`config.mk`:
```
export PLATFORM = sky130hd
export DESIGN_NAME = display_mux_scheduler
export DESIGN_NICKNAME = d
export VERILOG_FILES = /design/src/rtl/display_mux_scheduler.sv
export SDC_FILE = /design/constraint.sdc
export NUM_CORES = 1
export LEC_CHECK = 0
export ABC_CLOCK_PERIOD_IN_PS = 4000
export CORE_MARGIN = 2
export CORE_UTILIZATION = 40
export DETAILED_ROUTE_END_ITERATION = 12
export MAX_ROUTING_LAYER = met4
export PLACE_DENSITY_LB_ADDON = 0.05
export SLEW_MARGIN = 30
export SYNTH_ARGS = -nofsm -noshare
export SYNTH_HDL_FRONTEND = slang
export SYNTH_SLANG_ARGS = --single-unit
```
`constraint.sdc`:
```
create_clock -name internal_oscillator -period 4 [get_ports internal_oscillator]
set_clock_uncertainty 0.1 [all_clocks]
set_input_delay 0.4 -clock internal_oscillator [delete_from_list [all_inputs] [get_ports internal_oscillator]]
set_output_delay 0.4 -clock internal_oscillator [all_outputs]
set_load 0.05 [all_outputs]
```
`src/rtl/display_mux_scheduler.sv`:
```
// Scans DIGITS common-anode digits through one shared segment decoder, one digit per dwell.
// Define MUX_BLANKING_EN to insert an all-off BLANK gap between digits against ghosting.
module display_mux_scheduler #(
    parameter int DIGITS       = 2,
    parameter int DWELL_CYCLES = 24000,
    parameter int BLANK_CYCLES = 240
) (
    input  logic                  internal_oscillator,
    input  logic                  reset,
    input  logic                  enable,
    input  logic [4*DIGITS-1:0]   digit_values,
    output logic [3:0]            selected_value,
    output logic [DIGITS-1:0]     anode_enables,
    output logic                  frame_done
);

    localparam int CNT_MAX = (DWELL_CYCLES > BLANK_CYCLES) ? DWELL_CYCLES : BLANK_CYCLES;
    localparam int CNT_W   = $clog2(CNT_MAX + 1);
    localparam int IDX_W   = $clog2(DIGITS);

    localparam logic [CNT_W-1:0] DWELL_LAST = CNT_W'(DWELL_CYCLES - 1);
    localparam logic [IDX_W-1:0] IDX_LAST   = IDX_W'(DIGITS - 1);

`ifdef MUX_BLANKING_EN
    localparam logic [CNT_W-1:0] BLANK_LAST = CNT_W'(BLANK_CYCLES - 1);
    typedef enum logic [1:0] {IDLE, BLANK, DWELL} state_t;
`else
    typedef enum logic {IDLE, DWELL} state_t;
`endif

    state_t            state;
    logic [IDX_W-1:0]  digit_idx;
    logic [CNT_W-1:0]  phase_cnt;
    logic [IDX_W-1:0]  next_idx;
    logic              last_digit;

    function automatic logic [3:0] digit_at(input logic [4*DIGITS-1:0] vals,
                                            input logic [IDX_W-1:0]    idx);
        return vals[4*int'(idx) +: 4];
    endfunction

    function automatic logic [DIGITS-1:0] anode_for(input logic [IDX_W-1:0] idx);
        return ~(DIGITS'(1) << idx);
    endfunction

    assign last_digit = (digit_idx == IDX_LAST);
    assign next_idx   = last_digit ? '0 : digit_idx + 1'b1;

    always_ff @(posedge internal_oscillator) begin
        if (reset) begin
            state          <= IDLE;
            digit_idx      <= '0;
            phase_cnt      <= '0;
            selected_value <= 4'h0;
            anode_enables  <= '1;
            frame_done     <= 1'b0;
        end else if (!enable) begin
            // Abandon any partial dwell; selected_value keeps its last value.
            state         <= IDLE;
            digit_idx     <= '0;
            phase_cnt     <= '0;
            anode_enables <= '1;
            frame_done    <= 1'b0;
        end else begin
            frame_done <= 1'b0;
            case (state)
                IDLE: begin
                    digit_idx      <= '0;
                    phase_cnt      <= '0;
                    selected_value <= digit_at(digit_values, '0);
`ifdef MUX_BLANKING_EN
                    state          <= BLANK;
                    anode_enables  <= '1;
`else
                    state          <= DWELL;
                    anode_enables  <= anode_for('0);
`endif
                end
`ifdef MUX_BLANKING_EN
                BLANK: begin
                    if (phase_cnt == BLANK_LAST) begin
                        state         <= DWELL;
                        phase_cnt     <= '0;
                        anode_enables <= anode_for(digit_idx);
                    end else begin
                        phase_cnt <= phase_cnt + 1'b1;
                    end
                end
`endif
                DWELL: begin
                    if (phase_cnt == DWELL_LAST) begin
                        phase_cnt      <= '0;
                        digit_idx      <= next_idx;
                        frame_done     <= last_digit;
                        // Value is latched here and held until the next digit change.
                        selected_value <= digit_at(digit_values, next_idx);
`ifdef MUX_BLANKING_EN
                        state          <= BLANK;
                        anode_enables  <= '1;
`else
                        state          <= DWELL;
                        anode_enables  <= anode_for(next_idx);
`endif
                    end else begin
                        phase_cnt <= phase_cnt + 1'b1;
                    end
                end
                default: begin
                    state         <= IDLE;
                    anode_enables <= '1;
                end
            endcase
        end
    end

endmodule

```
==> results of run 1 <==
per-layer routing:
metal | wire (µm) | up-vias | GRT usage [%]
met4 | 13 | 0 | 3.061
met2 | 762 | 12 | 18.82
met3 | 73 | 2 | 4.839
met5 | 0 | - | -
li1 | - | 432 | -
met1 | 1028 | 361 | 20.46
power by group through the flow:
stage | clock network, W | registers (W) | logic [W]
finish | 0.000101 | 0.000246 | 0.0000469
detailed placement | 0 | 0.000252 | 0.0000469
global route | 0.000117 | 0.000247 | 0.0000504
floorplan | 0 | 0.000265 | 0.0000137
global placement | 0 | 0.000252 | 0.0000471
CTS | 0.000108 | 0.000246 | 0.0000472
flip-flops by register name, indices dropped and copies added, names as in the netlist:
signal / flops
selected_value: 4
anode_enables: 2
state: 1
frame_done: 1
phase_cnt: 15
digit_idx: 1
cell usage after synthesis (all sizes together):
| cell | n |
|---|---|
| nand4 | 1 |
| o211a | 4 |
| o21ai | 2 |
| nor4 | 5 |
| inv | 8 |
| buf | 1 |
| nand3b | 1 |
| ha | 1 |
| or4 | 1 |
| a211oi | 4 |
| xnor2 | 12 |
| nor3 | 3 |
| dfxtp | 24 |
| xor2 | 2 |
| nand4b | 1 |
| nor2 | 20 |
| nand2 | 8 |
| mux2i | 5 |
| nor2b | 2 |
| nand4bb | 1 |
| clkbuf | 1 |
| nand3 | 9 |
kinds of logic (layout without fill, tap and decap cells):
group	Yosys count	in the layout	share of synthesized area, %
xor+xnor	14	14	11.23
mux	5	5	4.582
compound gates	10	10	7.675
buf+inv	10	28	4.123
fa+ha+maj	1	1	1.145
flops	24	24	43.99
simple gates	52	52	27.26
tightest hold or removal path, delay by kind of cell (launching register included):
kind	cells	cell delay, ns
compound gates	1	0.06
buf+inv	1	0.05
flops	1	0.33
path summary, 6_finish.rpt:
check,start,endpoint,slack [ns],cells past startpoint
worst max register to register,phase_cnt[1]$_SDFF_PP0_,selected_value[0]$_SDFFE_PP0P_,2.04,5
worst min-delay path,selected_value[3]$_SDFFE_PP0P_,selected_value[3]$_SDFFE_PP0P_,0.36,2
worst min register to register,selected_value[3]$_SDFFE_PP0P_,selected_value[3]$_SDFFE_PP0P_,0.36,2
worst max-delay path,selected_value[0]$_SDFFE_PP0P_,selected_value[0],2.04,1
area by class of cell:
| type | instances | area share (%) |
|---|---|---|
| well taps | 30 | 2.871 |
| flip-flops and latches | 24 | 36.75 |
| clock buffers | 3 | 1.722 |
| repair buffers | 17 | 13.01 |
| inverters | 8 | 2.297 |
| multi-input cells | 82 | 43.35 |
per-stage QoR:
stage	hold slack [ns]	area (µm²)
2_1_floorplan	0.3409	1092
3_3_place_gp	0.3448	1285
3_5_place_dp	0.3464	1285
4_1_cts	0.3668	1308
5_1_grt	0.3893	1308
6_report	0.3624	1308
==> results by group, run 1 <==
Status
  • Outcome: complete, no violations

Clocking
  • TritonCTS clock tree: done
  • Maximum clock path buffer count: 2
  • Max H-tree Level: 1
  • CTS-repair resized insts: 0
  • Number of hold buffers added after CTS: 0
  • CTS root buf: clkbuf_4
  • Clock sink total: 24
  • Clk Latency, worst-skew pair: 0.31 ns
  • Postcts setup bufs: 0
  • Inserted Clock Buffers: 3
  • Clock slew at reported path FFs: around 0.11 ns

Routing
  • Via count: between 800 and 900
  • Via-to-Cell Ratio: approximately 4.9
  • Final ANT Viol Nets: 0
  • Drt drc: 0
  • DR pass1 iterations: 4
  • DR iter-0 viols: 19
  • Wire per inst: 11.45 µm
  • Final wirelength: approximately 1.9 mm

Layout
  • Most frequent cells in the layout: dfxtp_1, nor2_1, clkdlybuf4s50_1
  • Nets: 148
  • Most common cell after layout, fill and taps aside: dfxtp_1
  • Diodes inserted: 0
  • Ratio of cells with drive above 1 in the final layout: under 10%
  • Fill count: 243
  • Multi-input logic area: around 570 µm²
  • Final Util: roughly 52%
  • Area delta synth->final: 19.70%
  • Final Non-Filler Cells: about 160
  • Reg area: 480.5 µm²

STA
  • # setup viols final: 0
  • Fmax: just over 0.5 GHz
  • Fin. max-slew vios: 0
  • Fin Setup TNS: 0 ns
  • RSZ-0062 raised after global routing: false
  • PnR worst setup slack: a little over 2 ns
  • Final Hold Viols: 0
  • Period minus WS final: approximately 2 ns
  • Relative slew slack: between 60% and 70%
  • Worst Tran Pin Value: about 0.54 ns
  • Period utilization: 49.10%

Power
  • Pwr Density: between 300 and 400 nW/µm²
  • Internal Power: 0.0003003 W
  • Tot Pwr: roughly 0.0004 W
  • Power share of the sequential group: a little over three fifths
  • Switching share of power: around a quarter
  • Clock power share: approximately a quarter
  • LEAKAGE: 0.4401 nW
  • Sw Pwr: roughly 0.000094 W
  • Combinational power share: between 10% and 20%
  • Worst IR drop on VDD: around 0.00025 V

Die
  • Die W: between 50 and 60 µm
  • Die Ht: about 56 µm
  • Io pins: 18
  • Placeable Area: 2522 µm²
  • Number of core rows: 18
  • Die area: 3165 µm²
  • Starting Density: approximately 43%

Synthesis
  • Synth area leaders: dfxtp_1, xnor2_1, nor2_1
  • Synth cell types: 26
  • Mean area per synthesized cell: ~9.4 µm²
  • Top-area cell type share of the netlist area: 43.99%
  • Syn_nets: about 130
  • Sequential-to-total area share from yosys stat: between 40% and 50%
  • Area leader, netlist: dfxtp_1
  • Number of synthesized register bits: 24
  • Post-Syn Area: 1092 µm²
  • Mapped Cells: approximately 120
  • Synthesis Warnings: 0

Global route
  • First-pass GRT wire length: 3.463 mm
  • GRT Total Usage: around 14%
  • Pin count of the biggest net entering global routing: 16
  • Gr ovfl total: 0
  • Initial antenna violation count: 0
  • Vias in the first global route: around 790

Worst setup path
  • Worst Path Buf+Inv: 1
  • Top cell family by delay on the critical path: buffers and inverters
  • Startpoint Class: flop
  • Critical Path RT: ~3.5 ns
  • Worst path arrival time: between 1 and 1.5 ns
  • Max stage delay on crit path: between 0.8 and 0.9 ns
  • Crit. End Element: primary output
  • CP max FO: 2
  • CP Class: reg2out
  • CP Cell Sequence: clkdlybuf4s50_1
  • Slowest-stage cell, CP: clkdlybuf4s50_1

Min path
  • Min-delay worst type: reg2reg

Flow run
  • Max-Cap Viols: 0

Placement
  • DP Worst Slack: roughly 2 ns
  • Detail Placement HPWL: roughly 1.5 mm
  • Port Buffers: 17
  • Post-Place Cells: ~160
  • GPL Wtd Cong: roughly 0.77
Note: power is estimated with default switching activity, not from simulation.
==> run 2: changes to the inputs <==
--- a/config.mk
+++ b/config.mk
@@ -5,7 +5,7 @@
 export SDC_FILE = /design/constraint.sdc
 export NUM_CORES = 1
 export LEC_CHECK = 0
-export ABC_CLOCK_PERIOD_IN_PS = 4000
+export ABC_CLOCK_PERIOD_IN_PS = 1700
 export CORE_MARGIN = 2
 export CORE_UTILIZATION = 40
 export DETAILED_ROUTE_END_ITERATION = 12
==> constraint.sdc (replaced) <==
create_clock -name internal_oscillator -period 1.7 [get_ports internal_oscillator]
set_clock_uncertainty 0.1 [all_clocks]
set_input_delay 0.17 -clock internal_oscillator [delete_from_list [all_inputs] [get_ports internal_oscillator]]
set_output_delay 0.17 -clock internal_oscillator [all_outputs]
set_load 0.05 [all_outputs]
==> results by group, run 2 (synthesized netlist as in run 1, its figures left out) <==
Routing
  • DR iter-0 viols: 20
  • Drt drc: 0
  • Final wirelength: 2.361 mm
  • Via count: approximately 930
  • Via-to-Cell Ratio: between 4 and 5
  • DR pass1 iterations: 4
  • Wire per inst: approximately 13 µm
  • Final ANT Viol Nets: 0

STA
  • Fin Setup TNS: 0 ns
  • Period minus WS final: 1.668 ns
  • Worst Tran Pin Value: between 0.3 and 0.4 ns
  • # setup viols final: 0
  • Final Hold Viols: 0
  • RSZ-0062 raised after global routing: true
  • Period utilization: a little over nine tenths
  • Fin. max-slew vios: 0
  • PnR worst setup slack: between 0.03 and 0.04 ns
  • Fmax: ~0.6 GHz
  • Relative slew slack: about three quarters

Layout
  • Reg area: approximately 480 µm²
  • Diodes inserted: 0
  • Multi-input logic area: about 640 µm²
  • Most frequent cells in the layout: buf_4, dfxtp_1, nor2_1
  • Max reg flops: 15
  • Most common cell after layout, fill and taps aside: buf_4
  • Final Util: 61.46%
  • Regs by FF count: phase_cnt (15), selected_value (4), anode_enables (2)
  • Area delta synth->final: 41.92%
  • Most flops, register: phase_cnt
  • Nets: 170
  • Fill count: between 200 and 250
  • Post-Layout Inst Area: 1550 µm²
  • Ratio of cells with drive above 1 in the final layout: 31.85%

Clocking
  • Clock sink total: 24
  • Clk Latency, worst-skew pair: between 0.3 and 0.4 ns
  • Inserted Clock Buffers: 3
  • Max H-tree Level: 1
  • TritonCTS clock tree: done
  • CTS root buf: clkbuf_4
  • Clock slew at reported path FFs: roughly 0.13 ns
  • Maximum clock path buffer count: 2

Placement
  • DP Worst Slack: -0.03217 ns
  • Port Buffers: 17
  • Detail Placement HPWL: about 1.8 mm
  • Area after DPL: between 1000 and 1500 µm²
  • GPL Wtd Cong: approximately 0.74

Min path
  • Min-delay worst type: reg2reg

Global route
  • First-pass GRT wire length: around 4.1 mm
  • Vias in the first global route: approximately 900
  • GRT Total Usage: about 16%
  • Pin count of the biggest net entering global routing: 16
  • Initial antenna violation count: 0
  • Gr ovfl total: 0

Worst setup path
  • Worst path arrival time: around 1.8 ns
  • CP Class: reg2reg
  • CP max FO: 2
  • Startpoint Class: flop
  • Crit. End Element: flop
  • Critical Path RT: approximately 1.8 ns

Die
  • Starting Density: 43.30%
  • Io pins: 18
  • Die W: 56.26 µm
  • Die area: around 3200 µm²
  • Number of core rows: 18
  • Die Ht: between 50 and 60 µm
  • Placeable Area: around 2500 µm²

Flow run
  • Max-Cap Viols: 0

Power
  • Pwr Density: around 650 nW/µm²
  • LEAKAGE: 0.5965 nW
  • Worst IR drop on VDD: about 0.00073 V

Status
  • Outcome: complete, no violations
-- run 2: routing by layer --
metal / global-route usage (%) / vias up / wire length [µm]
met5: - / - / 0
met4: 2.041 / 0 / 12
met3: 5.530 / 2 / 104
met2: 27.56 / 18 / 1179
met1: 19.86 / 434 / 1066
li1: - / 478 / -
-- run 2: per-stage QoR --
stage	power, W	hold slack [ns]	cells
final	0.001003	0.3724	187
after floorplan	0.0006557	0.1428	116
after global routing	0.001047	0.4032	187
after CTS	0.001012	0.3722	186
after detailed placement	0.0007102	0.3503	182
after global placement	0.0007075	0.3393	182
-- run 2: worst paths after layout --
path / start / to / slack [ns] / cells after the start
setup / recovery: phase_cnt[1]$_SDFF_PP0_ / anode_enables[1]$_SDFFE_PP1P_ / 0.03 / 6
hold / removal: selected_value[2]$_SDFFE_PP0P_ / selected_value[2]$_SDFFE_PP0P_ / 0.37 / 2
setup reg to reg: phase_cnt[1]$_SDFF_PP0_ / anode_enables[1]$_SDFFE_PP1P_ / 0.03 / 6
hold reg to reg: selected_value[2]$_SDFFE_PP0P_ / selected_value[2]$_SDFFE_PP0P_ / 0.37 / 2
-- run 2: where the power goes --
| part | switching (W) | total (W) | internal [W] |
|---|---|---|---|
| Clock | 0.000168 | 0.000298 | 0.000131 |
| Combinational | 0.0000663 | 0.000124 | 0.0000575 |
| Sequential | 0.00000707 | 0.000581 | 0.000573 |
| Total | 0.000241 | 0.00100 | 0.000762 |
-- run 2: critical path: stages (launching register included) --
cell and delay [ns]:
dfxtp_2 0.37, ha_4 0.13, nand4b_1 0.12, or4_4 0.56, buf_4 0.16, nand2_1 0.06, nand3b_1 0.07
-- run 2: layout make-up --
| cell class | count | area share (%) |
|---|---|---|
| clock buffer | 4 | 2.341 |
| inverter | 8 | 1.937 |
| multi-input combinational | 82 | 41.40 |
| sequential | 24 | 31.15 |
| tap | 30 | 2.421 |
| timing repair buffer | 39 | 20.74 |
-- run 2: timing repair --
action / CTS / global route
buffers inserted: 0 / 1
hold buffers: 0 / 0
resized for setup: 1 / 11
pin swaps: 0 / 9
endpoints found under the setup margin: 15 / 22
gates cloned: 0 / 0
